--- src/rtl/ahb_pkg.sv ---
// ahb_pkg -- shared AHB-Lite encodings for the slave memory.
//   HTRANS codes, HRESP codes and the slave data-phase FSM state encoding.
package ahb_pkg;

    localparam logic [1:0] HTRANS_IDLE   = 2'b00;
    localparam logic [1:0] HTRANS_BUSY   = 2'b01;
    localparam logic [1:0] HTRANS_NONSEQ = 2'b10;
    localparam logic [1:0] HTRANS_SEQ    = 2'b11;

    localparam logic [1:0] HRESP_OKAY  = 2'b00;
    localparam logic [1:0] HRESP_ERROR = 2'b01;

    // IDLE : no data phase in progress
    // WAIT : OKAY data phase being stretched by the wait counter
    // LAST : final (ready) cycle of an OKAY data phase
    // ERR1 : first ERROR cycle (not ready)
    // ERR2 : second ERROR cycle (ready)
    typedef enum logic [2:0] {
        ST_IDLE = 3'd0,
        ST_WAIT = 3'd1,
        ST_LAST = 3'd2,
        ST_ERR1 = 3'd3,
        ST_ERR2 = 3'd4
    } state_t;

endpackage

--- src/rtl/ahb_slave_mem.sv ---
// ahb_slave_mem -- AHB-Lite slave backed by a small word-addressed register file.
//   Parameters: WAIT_STATES (0..7 data-phase waits on OKAY transfers),
//               BASE_ADDR (window base), MEM_WORDS (32-bit words, power of two, >= 2).
//   Ports:
//     Hclk, Hresetn         clock, async active-low reset
//     Haddr, Htrans, Hwrite address-phase controls (sampled when Hreadyin=1)
//     Hwdata                write data, valid in the data phase
//     Hreadyin              bus HREADY
//     Hreadyout, Hresp      data-phase handshake / response
//     Hrdata                read data, non-zero only in a read LAST cycle
//   Out-of-window addresses get the two-cycle ERROR response and never touch storage.
module ahb_slave_mem
    import ahb_pkg::*;
#(
    parameter int unsigned WAIT_STATES = 1,
    parameter logic [31:0] BASE_ADDR   = 32'h8000_0000,
    parameter int unsigned MEM_WORDS   = 32
) (
    input  logic        Hclk,
    input  logic        Hresetn,
    input  logic [31:0] Haddr,
    input  logic [1:0]  Htrans,
    input  logic        Hwrite,
    input  logic [31:0] Hwdata,
    input  logic        Hreadyin,
    output logic        Hreadyout,
    output logic [1:0]  Hresp,
    output logic [31:0] Hrdata
);

    localparam int unsigned IDX_W    = $clog2(MEM_WORDS);
    // One bit wider than the bus so a window ending at 4 GiB does not wrap.
    localparam logic [32:0] END_ADDR = {1'b0, BASE_ADDR} + 33'(4 * MEM_WORDS);

    state_t                       r_state;
    state_t                       w_state_nxt;
    logic [2:0]                   r_cnt;
    logic [2:0]                   w_cnt_nxt;
    logic                         r_write;
    logic [IDX_W-1:0]             r_idx;
    logic [MEM_WORDS-1:0][31:0]   r_mem;
    logic                         w_open;
    logic                         w_accept;
    logic                         w_in_range;

    // An address phase can only complete while our own data phase is ready.
    assign w_open     = (r_state == ST_IDLE) || (r_state == ST_LAST) || (r_state == ST_ERR2);
    assign w_accept   = w_open && Hreadyin &&
                        ((Htrans == HTRANS_NONSEQ) || (Htrans == HTRANS_SEQ));
    assign w_in_range = (Haddr >= BASE_ADDR) && ({1'b0, Haddr} < END_ADDR);

    always_comb begin
        w_state_nxt = r_state;
        w_cnt_nxt   = r_cnt;
        case (r_state)
            ST_WAIT: begin
                w_cnt_nxt = r_cnt - 3'd1;
                if (r_cnt <= 3'd1) w_state_nxt = ST_LAST;
            end
            ST_ERR1: w_state_nxt = ST_ERR2;
            default: begin
                // IDLE, LAST and ERR2 all behave as the pipelined accept point.
                if (!w_accept) begin
                    w_state_nxt = ST_IDLE;
                end else if (!w_in_range) begin
                    w_state_nxt = ST_ERR1;
                end else if (WAIT_STATES > 0) begin
                    w_state_nxt = ST_WAIT;
                    w_cnt_nxt   = 3'(WAIT_STATES);
                end else begin
                    w_state_nxt = ST_LAST;
                end
            end
        endcase
    end

    always_ff @(posedge Hclk or negedge Hresetn) begin
        if (!Hresetn) begin
            r_state <= ST_IDLE;
            r_cnt   <= 3'd0;
            r_write <= 1'b0;
            r_idx   <= '0;
        end else begin
            r_state <= w_state_nxt;
            r_cnt   <= w_cnt_nxt;
            if (w_accept) begin
                r_write <= Hwrite;
                r_idx   <= Haddr[IDX_W+1:2];
            end
        end
    end

    // Write lands at the end of LAST, so a read accepted in that same cycle
    // sees the new value in its own data phase.
    always_ff @(posedge Hclk or negedge Hresetn) begin
        if (!Hresetn) begin
            r_mem <= '0;
        end else if ((r_state == ST_LAST) && r_write) begin
            r_mem[r_idx] <= Hwdata;
        end
    end

    assign Hreadyout = !((r_state == ST_WAIT) || (r_state == ST_ERR1));
    assign Hresp     = ((r_state == ST_ERR1) || (r_state == ST_ERR2)) ? HRESP_ERROR : HRESP_OKAY;
    assign Hrdata    = ((r_state == ST_LAST) && !r_write) ? r_mem[r_idx] : 32'h0;

endmodule

--- config.mk ---
export PLATFORM = sky130hd
export DESIGN_NAME = ahb_slave_mem
export DESIGN_NICKNAME = d
export VERILOG_FILES = /design/src/rtl/ahb_pkg.sv /design/src/rtl/ahb_slave_mem.sv
export SDC_FILE = /design/constraint.sdc
export NUM_CORES = 2
export LEC_CHECK = 0
export ABC_AREA = 1
export ABC_CLOCK_PERIOD_IN_PS = 2500
export CAP_MARGIN = 40
export CORE_MARGIN = 5
export CORE_UTILIZATION = 55
export DETAILED_ROUTE_END_ITERATION = 10
export PLACE_DENSITY = 0.74
export SYNTH_ARGS = -nofsm -noshare
export SYNTH_HDL_FRONTEND = slang
export SYNTH_SLANG_ARGS = --single-unit
--- constraint.sdc ---
create_clock -name Hclk -period 2.5 [get_ports Hclk]
set_input_delay 0.5 -clock Hclk [delete_from_list [all_inputs] [get_ports Hclk]]
set_output_delay 0.5 -clock Hclk [all_outputs]
set_load 0.01 [all_outputs]
After elaboration in Yosys (flattened, before gate mapping)

Index checks and enable logic that the tools add are counted.
W data, S select, Z words.

Reductions and logical operators: 17
Order comparisons: 5
Add/subtract/negate cells: 1
Eq/ne operators: 7
Bitwise operators: 1
Multiplexer cells: 14

Operators by type and width:

| cell                   | count |
|---|---|
| $bwmux W1024           | 1 |
| $bmux W32 S5           | 1 |
| $demux W32 S5          | 1 |
| $mux W32               | 3 |
| $ge A32 B32 Y1 const B | 1 |
| $lt A32 B32 Y1 const B | 1 |
| $pmux W3 S2            | 2 |
| $mux W3                | 3 |
| $eq A3 B2 Y1 const B   | 2 |
| $logic_and A1 B1 Y1    | 6 |
| $lt A5 B6 Y1 const B   | 1 |
| $ge A5 B1 Y1 const B   | 1 |
| $logic_or A1 B1 Y1     | 5 |
| $eq A2 B2 Y1 const B   | 2 |
| $mux W2                | 2 |
| $reduce_bool A2 Y1     | 2 |
| $eq A3 B1 Y1 const B   | 1 |
| $eq A3 B3 Y1 const B   | 1 |
| $le A3 B1 Y1 const B   | 1 |
| $logic_not A3 Y1       | 1 |
| $reduce_and A3 Y1      | 1 |
| $sub A3 B1 Y3 const B  | 1 |
| $logic_not A1 Y1       | 2 |
| $ne A2 B2 Y1 const B   | 1 |
| 2 further kinds        | 2 |

Word-level logic and storage cells: 81
Output and inout bits: 35
Register bits after elaboration: 1036
Bits of input ports: 70

Longest topological paths before layout

Word-level depth: 7
Depth in mapped cells: 12
Mapped depth without buffers: 9

Least setup slack after synthesis

Ideal clock, no wire load.

Kind: flip-flop to output port
Start: register r_idx[0]
End: output port Hrdata[14]
Arrival: 1662 ps
Required time: 2000 ps
Setup slack: 338 ps
Stages on the path, launching flop included: 13
Path through: dfrtp_1 inv_1 buf_2 buf_2 clkbuf_1 nand2_1 nand2_1 nand2_1 nand2_1 nand2_1 nand2_1 nor2_1 a21oi_1

Longest elaborated chain between the ends: 3

RTL lines:

| what                           | line                 | text |
|---|---|---|
| start, declared                | ahb_slave_mem.sv:40  | `logic [IDX_W-1:0] r_idx;` |
| start signal, assigned         | ahb_slave_mem.sv:88  | `r_idx <= Haddr[IDX_W+1:2];` |
| $bmux W32 S5                   | ahb_slave_mem.sv:105 | `assign Hrdata = ((r_state == ST_LAST) && !r_write) ? r_mem[r_idx] : 32'h0;` |
| $mux W32 (implied by the code) | ahb_slave_mem.sv:105 |  |
| $mux W32                       | ahb_slave_mem.sv:105 |  |
| end, declared                  | ahb_slave_mem.sv:28  | `output logic [31:0] Hrdata` |

Every way passes these cells. The select of a mux whose other input is x is not followed.

Worst setup path after layout

Start: register r_idx[0]
End: output port Hrdata[28]

Same word-level chain as after synthesis.

==> metrics.log <==
INFO  metric outcome = complete, but fails checks
INFO  metric failed_checks = setup timing
INFO  metric post_dp_cell_area = roughly 0.053 mm²
INFO  metric critical_path.reg2reg.endpoint = r_mem[152]
INFO  metric slew_viol_final = 0
INFO  metric fp.dieH = 306 µm
INFO  metric clk_latency = approximately 0.69 ns
INFO  metric finalHoldWorstSlack = around 0.34 ns
INFO  metric placementRows = about 110
INFO  metric antenna_cells = 0
INFO  metric worst_case_clock_skew = around 0.016 ns
INFO  metric first_global_vias = roughly 42000
INFO  metric clk_pin_slew_worst_paths = approximately 0.06 ns
INFO  metric power.combinational.fraction = a little over two fifths
INFO  metric route.detailed.wl_per_inst = roughly 20 µm
INFO  metric flow.area_growth_from_synthesis = 21.4%
INFO  metric critical_path.max_fanout = 8
INFO  metric timing.final.crit_share = 130%
INFO  metric setup.worst_path.class = flop to output pin
INFO  metric tritoncts = done
INFO  metric worst_r2r_startpoint = r_idx[0]
INFO  metric synth-seq-cells = roughly 1000
INFO  metric grt_use_total = roughly 32%
INFO  metric reg2reg_slack = around 0.24 ns
INFO  metric clkPwrFrac = a little over a fifth
INFO  metric postRouteWirelength = between 150000 and 200000 µm
INFO  metric yosys.cell_types.count = 22
INFO  metric biggest_area_consumer_among_synthesized_cells = dfrtp_1
INFO  metric ctsHtreeMaxLevel = 3
INFO  metric min_period = ~3.2 ns
INFO  metric slew_worst_pin = 0.595 ns
INFO  metric effective_utilization_at_floorplan = ~55%
INFO  metric cp_slowest_stage_delay = approximately 0.54 ns
INFO  metric n_fill_cell = around 6800
INFO  metric finish.utilization = between 60% and 70%
INFO  metric placed_cells_incl_taps = 7535
INFO  metric post_route_cells_drive_above_1_share = 11.9%
INFO  metric floorplan.io_pins = about 110
INFO  metric setup.worst_path.start_class = flop
INFO  metric cts.sinks = just over 1000
INFO  metric gp_congestion = approximately 0.85
INFO  metric grt_start_max_net_pins = around 90
INFO  metric grt_first_pass_wirelength = between 200000 and 250000 µm
INFO  metric vdd_ir_max = slightly above 0.0009 V
INFO  metric placement.setup.worst_slack = -0.539 ns
INFO  metric internal_power_component = between 40 and 50 mW
INFO  metric power.density_cell_area = 1360 mW/mm²
INFO  metric design_power_total = roughly 80 mW
INFO  metric via_count = 44500
INFO  metric route.detailed.drc = 0
INFO  metric stdcell_count = just under 8000
INFO  metric maxSlewHeadroom = approximately 60%
INFO  metric first_iteration_detailed_routing_drc_count = roughly 5400
INFO  metric syn-mean-instance-area = roughly 7.5 µm²
INFO  metric final.setup.tns = -20.78 ns
INFO  metric cells_taking_the_most_area_after_synthesis = dfrtp_1 54%, nand2_1 28%, o21ai_0 10%, clkbuf_1 2.4%, buf_2 1.4%
INFO  metric worst_min_delay_path_category = primary input to asynchronous set/reset pin
INFO  metric finalSetupViolCount = 32
INFO  metric setup_repair_after_global_routing_missed_its_margin = yes
INFO  metric finalNetCount = 6647
INFO  metric end_kind = output pin
INFO  metric drv_cap = 0
INFO  metric power.leakage = around 32 nW
INFO  metric most_frequent_cell_on_the_critical_path = nand2_1
INFO  metric chipWidth = between 300 and 400 µm
INFO  metric final_critical_path_setup_slack = -0.738 ns
INFO  metric sw_frac_of_total = 39.1%
INFO  metric overflow = 0
INFO  metric synthDominantCellAreaShare = 53.8%
INFO  metric cts-root-buf = clkbuf_16
INFO  metric power_switching = between 30 and 40 mW
INFO  metric antenna_found_initial = 1
INFO  metric mappedNetlistNets = between 6000 and 7000
INFO  metric worst-endpoint-required = approximately 2 ns
INFO  metric cp.arrival = ~2.7 ns
INFO  metric dp.final_hpwl = around 88000 µm
INFO  metric core_area = approximately 0.087 mm²
INFO  metric syn_area = ~0.048 mm²
INFO  metric die_area = 0.0936 mm²
INFO  metric final_cell_area = approximately 0.058 mm²
INFO  metric critical-path-slowest-cell = dfrtp_4
INFO  metric vias_per_cell = around 5.7
INFO  metric cts-buffers-inserted = between 100 and 150
INFO  metric synthesis.yosys.warnings = 0
INFO  metric cell_count_of_the_worst_reg_to_reg_path = 8
INFO  metric drt-pass1-iter-count = 5
INFO  metric total_count_of_hold_check_failures_in_the_final_report = 0
INFO  metric clock_path_buffers = 3
INFO  metric instance_count_of_the_mapped_netlist = about 6500
INFO  metric seqPwrFrac = a little over a third
INFO  metric port-buffer-count = 100
INFO  metric route.antenna.remaining_nets = 0
INFO  metric timing.critical_path.cells = inv_8, buf_16, buf_16, buf_16, buf_6, nand2_2, nand2_1, nand2_1, nand2_1, nand2_1, nand2_1, nor2_1, a21oi_2, buf_4, buf_6
INFO  metric fmax = around 300 MHz
INFO  metric register_area_share_after_synthesis = between 50% and 60%
area by class of cell:
cell class                      count  area [µm²]  area share (%)
Sequential cell                  1036       25900            44.3
Multi-Input combinational cell   4874       20400            34.9
Timing Repair Buffer              505        6680            11.4
Clock buffer                      161        3220            5.51
Tap cell                         1155        1450            2.47
Clock inverter                     39         578           0.988
Inverter                           50         203           0.347
cells in the final DEF, fill, tap and decap left out, types with 3 or more instances in the layout:
cell             instances
clkbuf_8                30
nor2_4                   8
buf_16                  21
o21ai_0                968
inv_2                    5
bufinv_16               12
clkdlybuf4s50_1         66
nor3_4                   9
nor2_1                  52
nand2_4                  4
dfrtp_1               1033
inv_6                    3
clkbuf_16              128
inv_1                   43
buf_12                 129
a21oi_2                 21
buf_6                   50
clkbuf_1                22
buf_4                  193
buf_2                    9
nor2_2                  23
nand3_1                105
clkinv_2                18
bufbuf_16                4
o21ai_1                 66
nand2_2                 99
nand2_1               3498
buf_8                   12
a21oi_1                 12
logic make-up (layout without fill, tap and decap cells):
kind of cell               count (synthesis)  after routing  synth area share [%]
xor gates and xnor gates                   1              1                0.0182
AOI/OAI and AO/OA                       1069           1069                  11.1
DFF                                     1036           1036                  53.8
adders and majority gates                  2              2                0.0520
buffers and inverters                    544            755                  4.64
other                                      1              1               0.00779
and+or+nand+nor                         3801           3801                  30.3
sequential cells by signal, indices dropped and copies added (netlist names):
register / count
r_state: 3
r_cnt: 3
r_mem: 1024
r_write: 1
r_idx: 5
cells in the mapped netlist, drive strengths merged:
cell,n
nand2,3601
dfrtp,1036
o21ai,1034
clkbuf,314
buf,180
nand3,105
nor2,83
inv,50
a21oi,35
nor3,9
nand4,3
ha,2
conb,1
xnor2,1
repair_timing:
action / 4_1_cts / 5_1_grt
pin swaps: 36 / 96
cloned: 18 / 21
resized for setup: 243 / 149
endpoints found under the setup margin: 33 / 32
setup buffers: 40 / 14
endpoints found under the hold margin: 22 / 0
hold buffers: 1 / 0
metal layers:
layer  vias to the layer above  routed length [µm]  GRT usage (%)
met5                         -                   0              0
met4                         0                6860           12.9
met3                       447               15900           5.79
met2                      2257               70200           49.8
met1                     21200               63700           46.1
li1                      20500                   -              -
critical path, delay by kind of cell, from the launching register on:
family	cells	cell delay (ns)
flip-flops	1	0.54
buffers and inverters	7	0.88
AND/OR/NAND/NOR	7	0.39
AO/OA/AOI/OAI	1	0.24
worst max path at each step:
stage / end / cells after the start / start
6_report: Hrdata[28] / 15 / r_idx[0]
3_3_place_gp: Hrdata[28] / 12 / r_idx[0]
4_1_cts: Hrdata[6] / 15 / r_idx[0]
3_5_place_dp: Hrdata[28] / 13 / r_idx[0]
5_1_grt: Hrdata[28] / 15 / r_idx[0]
2_1_floorplan: Hrdata[14] / 12 / r_idx[0]
power groups by stage:
stage	Sequential, mW	Combinational, mW	Clock (mW)
after global routing	28.5	39.2	17.9
final	27.8	34.9	17.1
after floorplan	26.8	20.2	0
after global placement	27.5	29.3	0
after detailed placement	27.7	30.0	0
after CTS	27.6	32.7	17.2
No activity file was read; power rests on OpenSTA's default activity.
